## src/rtl/mbe_pkg.sv

```systemverilog
// Shared types and helpers for the pipelined modified-Booth multiplier.
package mbe_pkg;

  // Control FSM: INIT for one cycle after reset, then RUN until the next reset.
  typedef enum logic {
    INIT = 1'b0,
    RUN  = 1'b1
  } state_e;

  // Width of a counter able to hold 0..depth inclusive.
  function automatic int cnt_width(input int depth);
    return $clog2(depth + 1);
  endfunction

endpackage

```

## src/rtl/mbe_core.sv

```systemverilog
// Combinational radix-4 modified-Booth multiplier, WIDTH x WIDTH -> 2*WIDTH.
// is_signed selects two's-complement (1) or unsigned (0) operands.
// The multiplier is extended by at least one bit so that unsigned operands
// with the top bit set still recode correctly; all arithmetic is modulo
// 2^(2*WIDTH), which is exact because the true product always fits.
module mbe_core #(
  parameter int WIDTH = 16
) (
  input  logic [WIDTH-1:0]   a,
  input  logic [WIDTH-1:0]   b,
  input  logic               is_signed,
  output logic [2*WIDTH-1:0] p
);

  localparam int PW = 2 * WIDTH;
  localparam int NG = (WIDTH + 2) / 2;  // Booth groups covering WIDTH+1 bits

  logic          sa;
  logic          sb;
  logic [PW-1:0] a_ext;
  logic [2*NG:0] b_ext;                 // extended multiplier with implicit b[-1]=0
  logic [PW-1:0] acc;
  logic [PW-1:0] pp;
  logic [2:0]    sel;

  assign sa    = is_signed & a[WIDTH-1];
  assign sb    = is_signed & b[WIDTH-1];
  assign a_ext = {{(PW - WIDTH){sa}}, a};
  assign b_ext = {{(2 * NG - WIDTH){sb}}, b, 1'b0};

  // Recode each overlapping 3-bit group into a digit in {-2..2} and sum the
  // shifted partial products.
  always_comb begin
    acc = '0;
    pp  = '0;
    sel = '0;
    for (int i = 0; i < NG; i++) begin
      sel = b_ext[2*i +: 3];
      case (sel)
        3'b001, 3'b010: pp = a_ext;
        3'b011:         pp = a_ext << 1;
        3'b100:         pp = -(a_ext << 1);
        3'b101, 3'b110: pp = -a_ext;
        default:        pp = '0;
      endcase
      acc = acc + (pp << (2 * i));
    end
    p = acc;
  end

endmodule

```

## src/rtl/mbe_mult_pipe.sv

```systemverilog
// Pipelined Booth multiplier with a credit-controlled output FIFO.
// Optional macro MBE_MULT_TRACE_EN carries the operands alongside each
// result and prints every output transfer; port timing is unchanged.
//
// Handshake: a beat moves on a rising edge where valid && ready. in_ready is
// a function of registers only (no path from in_valid or out_ready), and
// out_valid/out_data come straight from the FIFO head register state.
module mbe_mult_pipe
  import mbe_pkg::*;
#(
  parameter int WIDTH      = 16,
  parameter int PIPE_DEPTH = 2,
  parameter int FIFO_DEPTH = 4
) (
  input  logic                 clk,
  input  logic                 rst,
  input  logic                 in_valid,
  output logic                 in_ready,
  input  logic [WIDTH-1:0]     in_a,
  input  logic [WIDTH-1:0]     in_b,
  input  logic                 in_signed,
  output logic                 out_valid,
  input  logic                 out_ready,
  output logic [2*WIDTH-1:0]   out_data
);

  localparam int PW = 2 * WIDTH;
`ifdef MBE_MULT_TRACE_EN
  localparam int EW = PW + 2 * WIDTH + 1;  // {signed, a, b, product}
`else
  localparam int EW = PW;                  // product only
`endif
  localparam int CW = cnt_width(FIFO_DEPTH);
  localparam int AW = $clog2(FIFO_DEPTH);

  state_e        state_q, state_d;
  logic [PW-1:0] prod;
  logic [EW-1:0] entry_in;

  logic [PIPE_DEPTH-1:0] pv_q, pv_d;
  logic [EW-1:0]         pd_q [PIPE_DEPTH];
  logic [EW-1:0]         pd_d [PIPE_DEPTH];

  logic [EW-1:0] mem_q [FIFO_DEPTH];
  logic [EW-1:0] mem_d [FIFO_DEPTH];
  logic [AW-1:0] wptr_q, wptr_d;
  logic [AW-1:0] rptr_q, rptr_d;
  logic [CW-1:0] cnt_q, cnt_d;
  logic [EW-1:0] head;

  logic        accept;
  logic        push_w;
  logic        pop_w;
  logic [31:0] occ;

  mbe_core #(.WIDTH(WIDTH)) u_core (
    .a         (in_a),
    .b         (in_b),
    .is_signed (in_signed),
    .p         (prod)
  );

`ifdef MBE_MULT_TRACE_EN
  assign entry_in = {in_signed, in_a, in_b, prod};
`else
  assign entry_in = prod;
`endif

  // Next state: INIT always moves to RUN; RUN holds until reset.
  always_comb begin
    state_d = state_q;
    if (state_q == INIT) state_d = RUN;
  end

  // Credit: buffered plus in-flight results must leave room for one more.
  // A pop on this edge is deliberately not counted as free space.
  always_comb begin
    occ = 32'(cnt_q);
    for (int i = 0; i < PIPE_DEPTH; i++) occ = occ + 32'(pv_q[i]);
    in_ready = (state_q == RUN) && (occ < 32'(FIFO_DEPTH));
  end

  assign accept    = in_valid && in_ready;
  assign push_w    = pv_q[PIPE_DEPTH-1];
  assign out_valid = (cnt_q != '0);
  assign pop_w     = out_valid && out_ready;
  assign head      = mem_q[rptr_q];
  assign out_data  = head[PW-1:0];

  // Pipeline shifts every cycle; credit guarantees the FIFO can take the tail.
  always_comb begin
    pv_d    = '0;
    pv_d[0] = accept;
    pd_d[0] = entry_in;
    for (int i = 1; i < PIPE_DEPTH; i++) begin
      pv_d[i] = pv_q[i-1];
      pd_d[i] = pd_q[i-1];
    end
  end

  // FIFO write/read pointers wrap naturally; fullness comes from the count.
  always_comb begin
    mem_d  = mem_q;
    wptr_d = wptr_q;
    rptr_d = rptr_q;
    cnt_d  = cnt_q;
    if (push_w) begin
      mem_d[wptr_q] = pd_q[PIPE_DEPTH-1];
      wptr_d        = wptr_q + AW'(1);
    end
    if (pop_w) rptr_d = rptr_q + AW'(1);
    case ({push_w, pop_w})
      2'b10:   cnt_d = cnt_q + CW'(1);
      2'b01:   cnt_d = cnt_q - CW'(1);
      default: cnt_d = cnt_q;
    endcase
  end

  // Control registers: reset clears state, valid bits, count and pointers.
  always_ff @(posedge clk) begin
    if (rst) begin
      state_q <= INIT;
      pv_q    <= '0;
      cnt_q   <= '0;
      wptr_q  <= '0;
      rptr_q  <= '0;
    end else begin
      state_q <= state_d;
      pv_q    <= pv_d;
      cnt_q   <= cnt_d;
      wptr_q  <= wptr_d;
      rptr_q  <= rptr_d;
    end
  end

  // Data registers: contents are qualified by the valid bits and count.
  always_ff @(posedge clk) begin
    for (int i = 0; i < PIPE_DEPTH; i++) pd_q[i] <= pd_d[i];
    for (int j = 0; j < FIFO_DEPTH; j++) mem_q[j] <= mem_d[j];
  end

`ifdef MBE_MULT_TRACE_EN
  // Report each result as it leaves, with the operands that produced it.
  always_ff @(posedge clk) begin
    if (!rst && pop_w)
      $display("MBE: A=%d B=%d signed=%b OUT=%d",
               head[PW+WIDTH +: WIDTH], head[PW +: WIDTH], head[EW-1],
               head[PW-1:0]);
  end
`endif

endmodule

```

## config.mk

```make
export PLATFORM = sky130hd
export DESIGN_NAME = mbe_mult_pipe
export DESIGN_NICKNAME = d
export VERILOG_FILES = /design/src/rtl/mbe_pkg.sv /design/src/rtl/mbe_core.sv /design/src/rtl/mbe_mult_pipe.sv
export SDC_FILE = /design/constraint.sdc
export NUM_CORES = 1
export LEC_CHECK = 0
export ABC_AREA = 0
export CAP_MARGIN = 25
export CORE_MARGIN = 2
export CORE_UTILIZATION = 62
export DETAILED_ROUTE_END_ITERATION = 10
export DONT_BUFFER_PORTS = 1
export PLACE_DENSITY = 0.85
export SLEW_MARGIN = 20
export SYNTH_ARGS = -nofsm -noshare
export SYNTH_HDL_FRONTEND = slang
export SYNTH_SLANG_ARGS = --single-unit
```

## constraint.sdc

```tcl
create_clock -name clk -period 23.5 [get_ports clk]
set_clock_uncertainty 0.05 [all_clocks]
set_input_delay 7.05 -clock clk [delete_from_list [all_inputs] [get_ports clk]]
set_output_delay 7.05 -clock clk [all_outputs]
set_load 0.01 [all_outputs]
```

==> Implementation_results.wiki <==
{| class="wikitable"
! Metric !! Value
|-
| Ranking of synthesized cells by instance count || inv_1 (193), nand2_1 (177), o21ai_0 (154), a21oi_1 (150), fa_1 (146)
|-
| Synth Net Count || 2,171
|-
| Worst Setup SP || in_a[0]
|-
| Worst Path Max Fanout || 14
|-
| Synth warn || 0
|-
| Count of vias placed by the detailed router || 15,755
|-
| CP Data Required Time || 23.80 ns
|-
| Final GP Congestion || 1.007
|-
| Pwr/cell area || 144.2 nW/um^2
|-
| GR Overflow Total || 0
|-
| Count of mapped cells out of synthesis || 1,931
|-
| Global-route wire length before repair || 97.28 mm
|-
| Antenna-violating nets left || 0
|-
| Clock root buffer master || clkbuf_16
|-
| Minimum clock period || 14.51 ns
|-
| Final Slew Violations || 0
|-
| Post-route total power || 2.683 mW
|-
| Count of buffers added by post-CTS timing repair for setup || 0
|-
| Share of the synthesized area in the top cell type || 21.43%
|-
| Initial cell density of the core || 62.67%
|-
| Minimum setup slack in the final design || 8.992 ns
|-
| Placement Rows || 62
|-
| Crit path buf inv count || 3
|-
| Kind of end point of the critical path || flip-flop
|-
| Max-Slew Margin vs Limit || 28.96%
|-
| Run status || complete, no violations
|-
| Hold Startpoint || pd_q[0][2]
|-
| Fraction of layout cells with a size suffix above 1 || 6.740%
|-
| Final-layout setup total negative slack || 0 ns
|-
| Cell repeated most along the worst path || fa_1
|-
| Crit start category || input pin
|-
| Worst hold margin || 0.2779 ns
|-
| Chain of cells forming the critical path || inv_1, ha_1, nor4b_4, nand4_1, or3_1, xnor2_1, o211ai_1, o211ai_1, o21ai_0, fa_1, fa_1, fa_1, inv_1, fa_1, inv_1, ha_1, nand2_1, o21ai_0, nor3_1, o21a_1, nor2_1, o21ai_0, o31ai_1, xnor3_1
|-
| Total detailed-routing wirelength || 64.99 mm
|-
| Number of global-route vias before repair || 15,260
|-
| Die span in x || 174.1 um
|-
| Max rail drop VDD || 0.0001339 V
|-
| Largest net degree at the start of global routing || 80
|-
| Hold Vio Cnt, Final || 0
|-
| Clk_lat worst skew || 0.49 ns
|-
| Initial antenna violation count || 2
|-
| Layout Nets || 2,055
|-
| Global routing usage summed across all routing layers || 42.79%
|-
| Instance area after placement || 18,040 sq um
|-
| Proportion of synthesized chip area in sequential cells || 29.69%
|-
| Delay-heaviest family, CP || adder cells
|-
| Setup repair after global routing missed its margin || no
|-
| Final cell count without fillers || 2,210
|-
| Top-count cell post-synth || inv_1
|-
| DR DRC count || 0
|-
| Drt via density || 7.129
|-
| Area growth from synthesis to layout || 3.731%
|-
| Number of buffer cells added on primary ports || 0
|-
| Biggest cell delay along the critical path || 0.69 ns
|-
| Number of unique standard cell types used by synthesis || 83
|-
| Worst-Margin Slew || 1.062 ns
|-
| Ports || 71
|-
| Number of search-and-repair iterations in the first detailed-routing pass || 6
|-
| Ys async rst share || 0%
|-
| Detailed-placement wirelength estimate || 44.64 mm
|-
| Max cap viols || 0
|-
| Number of setup violations in the final report || 0
|-
| Count of fill cells added during filler insertion || 2,172
|-
| Full die area || 30,310 sq um
|-
| Avg Cell Area, Syn || 9.290 sq um
|-
| Placeable Area || 28,630 sq um
|-
| Floorplan die height || 174.1 um
|-
| Number of flops mapped to enable cells by yosys || 128
|-
| H-tree levels || 1
|-
| DP Cell Count || 2,180
|-
| Detailed-route wire length per cell || 29.41 um
|-
| CTS Sinks || 202
|-
| Clock buffers created by TritonCTS || 16
|-
| Ratio of final minimum period to clock period || 61.74%
|-
| Worst path arrival time || 14.81 ns
|-
| Path type of the worst setup path || in2reg
|-
| Worst min path class || reg2reg
|-
| Count of cells resized by post-cts repair || 0
|-
| Combined area of all synthesized cells || 17,940 sq um
|-
| Clock tree from TritonCTS || built
|-
| Cts-stage hold buffer count || 0
|-
| Achievable clock frequency || 0.06893 GHz
|-
| Clock-pin slew of the registers on the worst-case setup and hold paths || 0.08 ns
|-
| Pleak || 7.343 nW
|-
| Commonest register cell after synthesis || edfxtp_1
|-
| Leading area contributor after synthesis || edfxtp_1
|-
| Core Util, Final || 65.01%
|-
| Cell type of the slowest stage on the worst timing path || or3_1
|-
| Critical R2R Launch || cnt_q[0]
|-
| Iter 0 DRT Violations || 2,346
|-
| Flip-flop and latch count after synthesis || 202
|-
| Cell area after layout || 18,610 sq um
|-
| Worst slack at placement || 8.710 ns
|-
| Buffers from clock root to sink, at most || 3
|-
| Most area-consuming cells after synthesis || edfxtp_1 (21%), fa_1 (16%), dfxtp_1 (8.3%), o21ai_0 (4.3%), a21oi_1 (4.2%)
|}
## sequential cells by signal, indices dropped and copies added, names as in the netlist
name	flops
pd_q	64
state_q	1
mem_q	128
pv_q	2
wptr_q	2
cnt_q	3
rptr_q	2
## report_power, final
group          switching, mW  internal, mW
logic                   1.10         0.763
registers             0.0427         0.493
clock network          0.125         0.156
## worst paths after layout
path | endpoint | slack, ns | depth (start not counted)
max | pd_q[0][31] | 8.99 | 24
min | pd_q[0][34] | 0.28 | 0
max reg2reg | cnt_q[2] | 20.93 | 8
min reg2reg | pd_q[0][34] | 0.28 | 0
## layout by cell type, fill, tap and decap left out, drive strengths merged, types with 17 or more instances in the layout
master    n
dfxtp    74
ha       57
xnor2    60
a21oi   152
o21ai   159
a211oi   22
a22oi    20
a21o     17
edfxtp  128
inv     195
clkbuf   18
a221oi   61
nor2    137
a31oi    20
xor2     31
buf      35
o211ai   17
mux2i    26
fa      146
o22ai    19
mux4     33
nand2   177
## area by class of cell
cell class / count / area [sq um] / area share, %
Tap cell: 384 / 480.5 / 2.582
Clock inverter: 10 / 117.6 / 0.6321
Multi-Input combinational cell: 1360 / 11240 / 60.40
Clock buffer: 18 / 429.2 / 2.306
Inverter: 200 / 750.7 / 4.034
Antenna cell: 1 / 2.502 / 0.01345
Timing Repair Buffer: 35 / 262.8 / 1.412
Sequential cell: 202 / 5326 / 28.62
## cell families after synthesis
logic type | share of synthesized area, %
XOR/XNOR | 4.694
AND/OR/NAND/NOR | 10.23
AO/OA/AOI/OAI | 21.54
adder cells (fa/ha/maj) | 20.27
buffers and inverters | 7.805
multiplexers | 5.782
flip-flops | 29.69
## per-layer routing
metal	vias up	part of all wire, %	GRT usage (%)
met1	7697	37	56.29
met3	225	12	10.39
li1	6628	-	-
met4	2	5.2	19.47
met2	1203	45	67.53
met5	-	0.020	0
No activity file was read; power rests on OpenSTA's default activity.
==> patch (config.mk and constraints unchanged) <==
Set the parameter `FIFO_DEPTH` to 2 (it was 4).
--- a/src/rtl/mbe_mult_pipe.sv
+++ b/src/rtl/mbe_mult_pipe.sv
@@ -10,7 +10,7 @@
 #(
   parameter int WIDTH      = 16,
   parameter int PIPE_DEPTH = 2,
-  parameter int FIFO_DEPTH = 4
+  parameter int FIFO_DEPTH = 2
 ) (
   input  logic                 clk,
   input  logic                 rst,
Behaviour: not the same (Yosys sat finds a counterexample within 4 cycles, from zero or initial values and one cycle with rst high).
==> patch against the unedited design <==
Register-to-register slack gained 670 ps. Sequential cell count shrank 67. Area after synthesis shrank 13%. Cell area shrank 13%. Worst hold slack lost 28 ps. Worst setup slack lost 590 ps. Via count shrank 7.7%. Die area shrank 12%. Non-clock buffer count shrank 15. Wire length shrank 13%. Critical path depth is the same. Global-route usage shrank 0.13 points. Total power shrank 13%. Critical endpoint unchanged. Largest power group unchanged.
==> patch: results (changes against the unedited design) <==
\begin{tabular}{lr}
\hline
Metric & Value \\
\hline
\multicolumn{2}{l}{\textbf{Worst setup path}} \\
Worst R2R Path Depth & 5 (was 8) \\
Critical Path Max Stage Delay & 840 ps (was 690 ps) \\
Arrival time of the worst setup path & 15390 ps (was 14810 ps) \\
\multicolumn{2}{l}{\textbf{Final layout}} \\
Largest registers & mem\_q x64, pd\_q x64 (was mem\_q x128, pd\_q x64, cnt\_q x3) \\
Count of antenna diodes in the layout & 0 (was 1) \\
Fraction of layout instances using a drive strength above 1 & 6.48\% (was 6.74\%) \\
Count of nets after finishing & 2005 (was 2055) \\
\multicolumn{2}{l}{\textbf{Min path}} \\
Worst hold start & pd\_q[0][23] (was pd\_q[0][2]) \\
Hold Path Sink & pd\_q[0][55] (was pd\_q[0][34]) \\
\multicolumn{2}{l}{\textbf{Logic synthesis}} \\
Xor-xnor portion of the synthesized cell area & 5.68\% (was 4.69\%) \\
Cell types with the largest area share after synthesis & sky130\_fd\_sc\_hd\_\_fa\_1, sky130\_fd\_sc\_hd\_\_edfxtp\_1, sky130\_fd\_sc\_hd\_\_dfxtp\_1 (was sky130\_fd\_sc\_hd\_\_edfxtp\_1, sky130\_fd\_sc\_hd\_\_fa\_1, sky130\_fd\_sc\_hd\_\_dfxtp\_1) \\
Cell type with the largest total area after synthesis & sky130\_fd\_sc\_hd\_\_fa\_1 (was sky130\_fd\_sc\_hd\_\_edfxtp\_1) \\
Sequential share of the synthesized area & 21.3\% (was 29.7\%) \\
Fraction of the mapped netlist area in compound gates & 23.0\% (was 21.5\%) \\
Dominant synthesized flop cell & sky130\_fd\_sc\_hd\_\_dfxtp\_1 (was sky130\_fd\_sc\_hd\_\_edfxtp\_1) \\
Gate Count Post-Synth & 1900 (was 1931) \\
\multicolumn{2}{l}{\textbf{STA}} \\
Worst rel slew slack & 24.3\% (was 29.0\%) \\
\multicolumn{2}{l}{\textbf{Run status}} \\
Run status & finished, final reports clean (unchanged) \\
\multicolumn{2}{l}{\textbf{Power and ir drop}} \\
Maximum vdd ir drop & 136 uV (was 134 uV) \\
\multicolumn{2}{l}{\textbf{Global route}} \\
Vias in the first global route & 14000 (was 15300) \\
All-Layer GR Usage & 42.7\% (was 42.8\%) \\
\multicolumn{2}{l}{\textbf{Clock network}} \\
Number of H-tree levels & 4 (was 1) \\
\multicolumn{2}{l}{\textbf{Drt}} \\
Number of optimization iterations in the first detailed-route pass & 7 (was 6) \\
Via count & 14500 (was 15800) \\
\multicolumn{2}{l}{\textbf{Place}} \\
Worst-case setup slack after placement & 8290 ps (was 8710 ps) \\
Cells after DPL & 2072 (was 2180) \\
Placed standard-cell area & 15600 um\^{}2 (was 18000 um\^{}2) \\
Final weighted congestion of routability-driven global placement & 1.06 (was 1.01) \\
\hline
\end{tabular}
[patch: cell count changes in the layout (fill, tap and decap cells not counted), moves of 21 or more]
cell and change:
sky130_fd_sc_hd__a21oi_1 +21, sky130_fd_sc_hd__a221oi_1 -24, sky130_fd_sc_hd__edfxtp_1 -64, sky130_fd_sc_hd__mux2_2 +41
sky130_fd_sc_hd__mux4_2 -30, sky130_fd_sc_hd__nand2_1 +49, sky130_fd_sc_hd__nor2_1 -33
[patch: final cells by class]
class	count	area, um^2
Multi-Input combinational cell	1400	11000
Fill cell	2140	8710
Sequential cell	135	3340
Inverter	188	706
Clock buffer	29	651
Tap cell	330	413
Timing Repair Buffer	20	150
Clock inverter	4	16.3
[patch: report_power, final]
group          switching [mW]  internal (mW)
sequential             0.0245          0.346
clock                   0.104          0.192
combinational           0.978          0.700
[patch: worst max path at each step]
stage	cells past startpoint	to	from	slack, ps
5_1_grt	24	pd_q[0][31]	in_a[1]	7960
4_1_cts	24	pd_q[0][31]	in_a[1]	8560
3_3_place_gp	24	pd_q[0][31]	in_a[1]	8520
3_5_place_dp	24	pd_q[0][31]	in_a[1]	8290
2_1_floorplan	28	pd_q[0][31]	in_a[1]	9270
6_report	24	pd_q[0][31]	in_a[1]	8400
[patch: kinds of logic after synthesis]
| kind of cell | after synthesis |
|---|---|
| multiplexers | 88 |
| XOR/XNOR | 100 |
| buffers and inverters | 365 |
| AO/OA/AOI/OAI | 577 |
| adder cells (fa/ha/maj) | 202 |
| AND/OR/NAND/NOR | 433 |
| flip-flops | 135 |
[patch: routing by layer]
layer | part of all wire, % | track usage [%]
met1 | 38 | 56.8
met2 | 44 | 65.5
met3 | 13 | 10.7
met4 | 4.7 | 20.1
met5 | 0.018 | 0
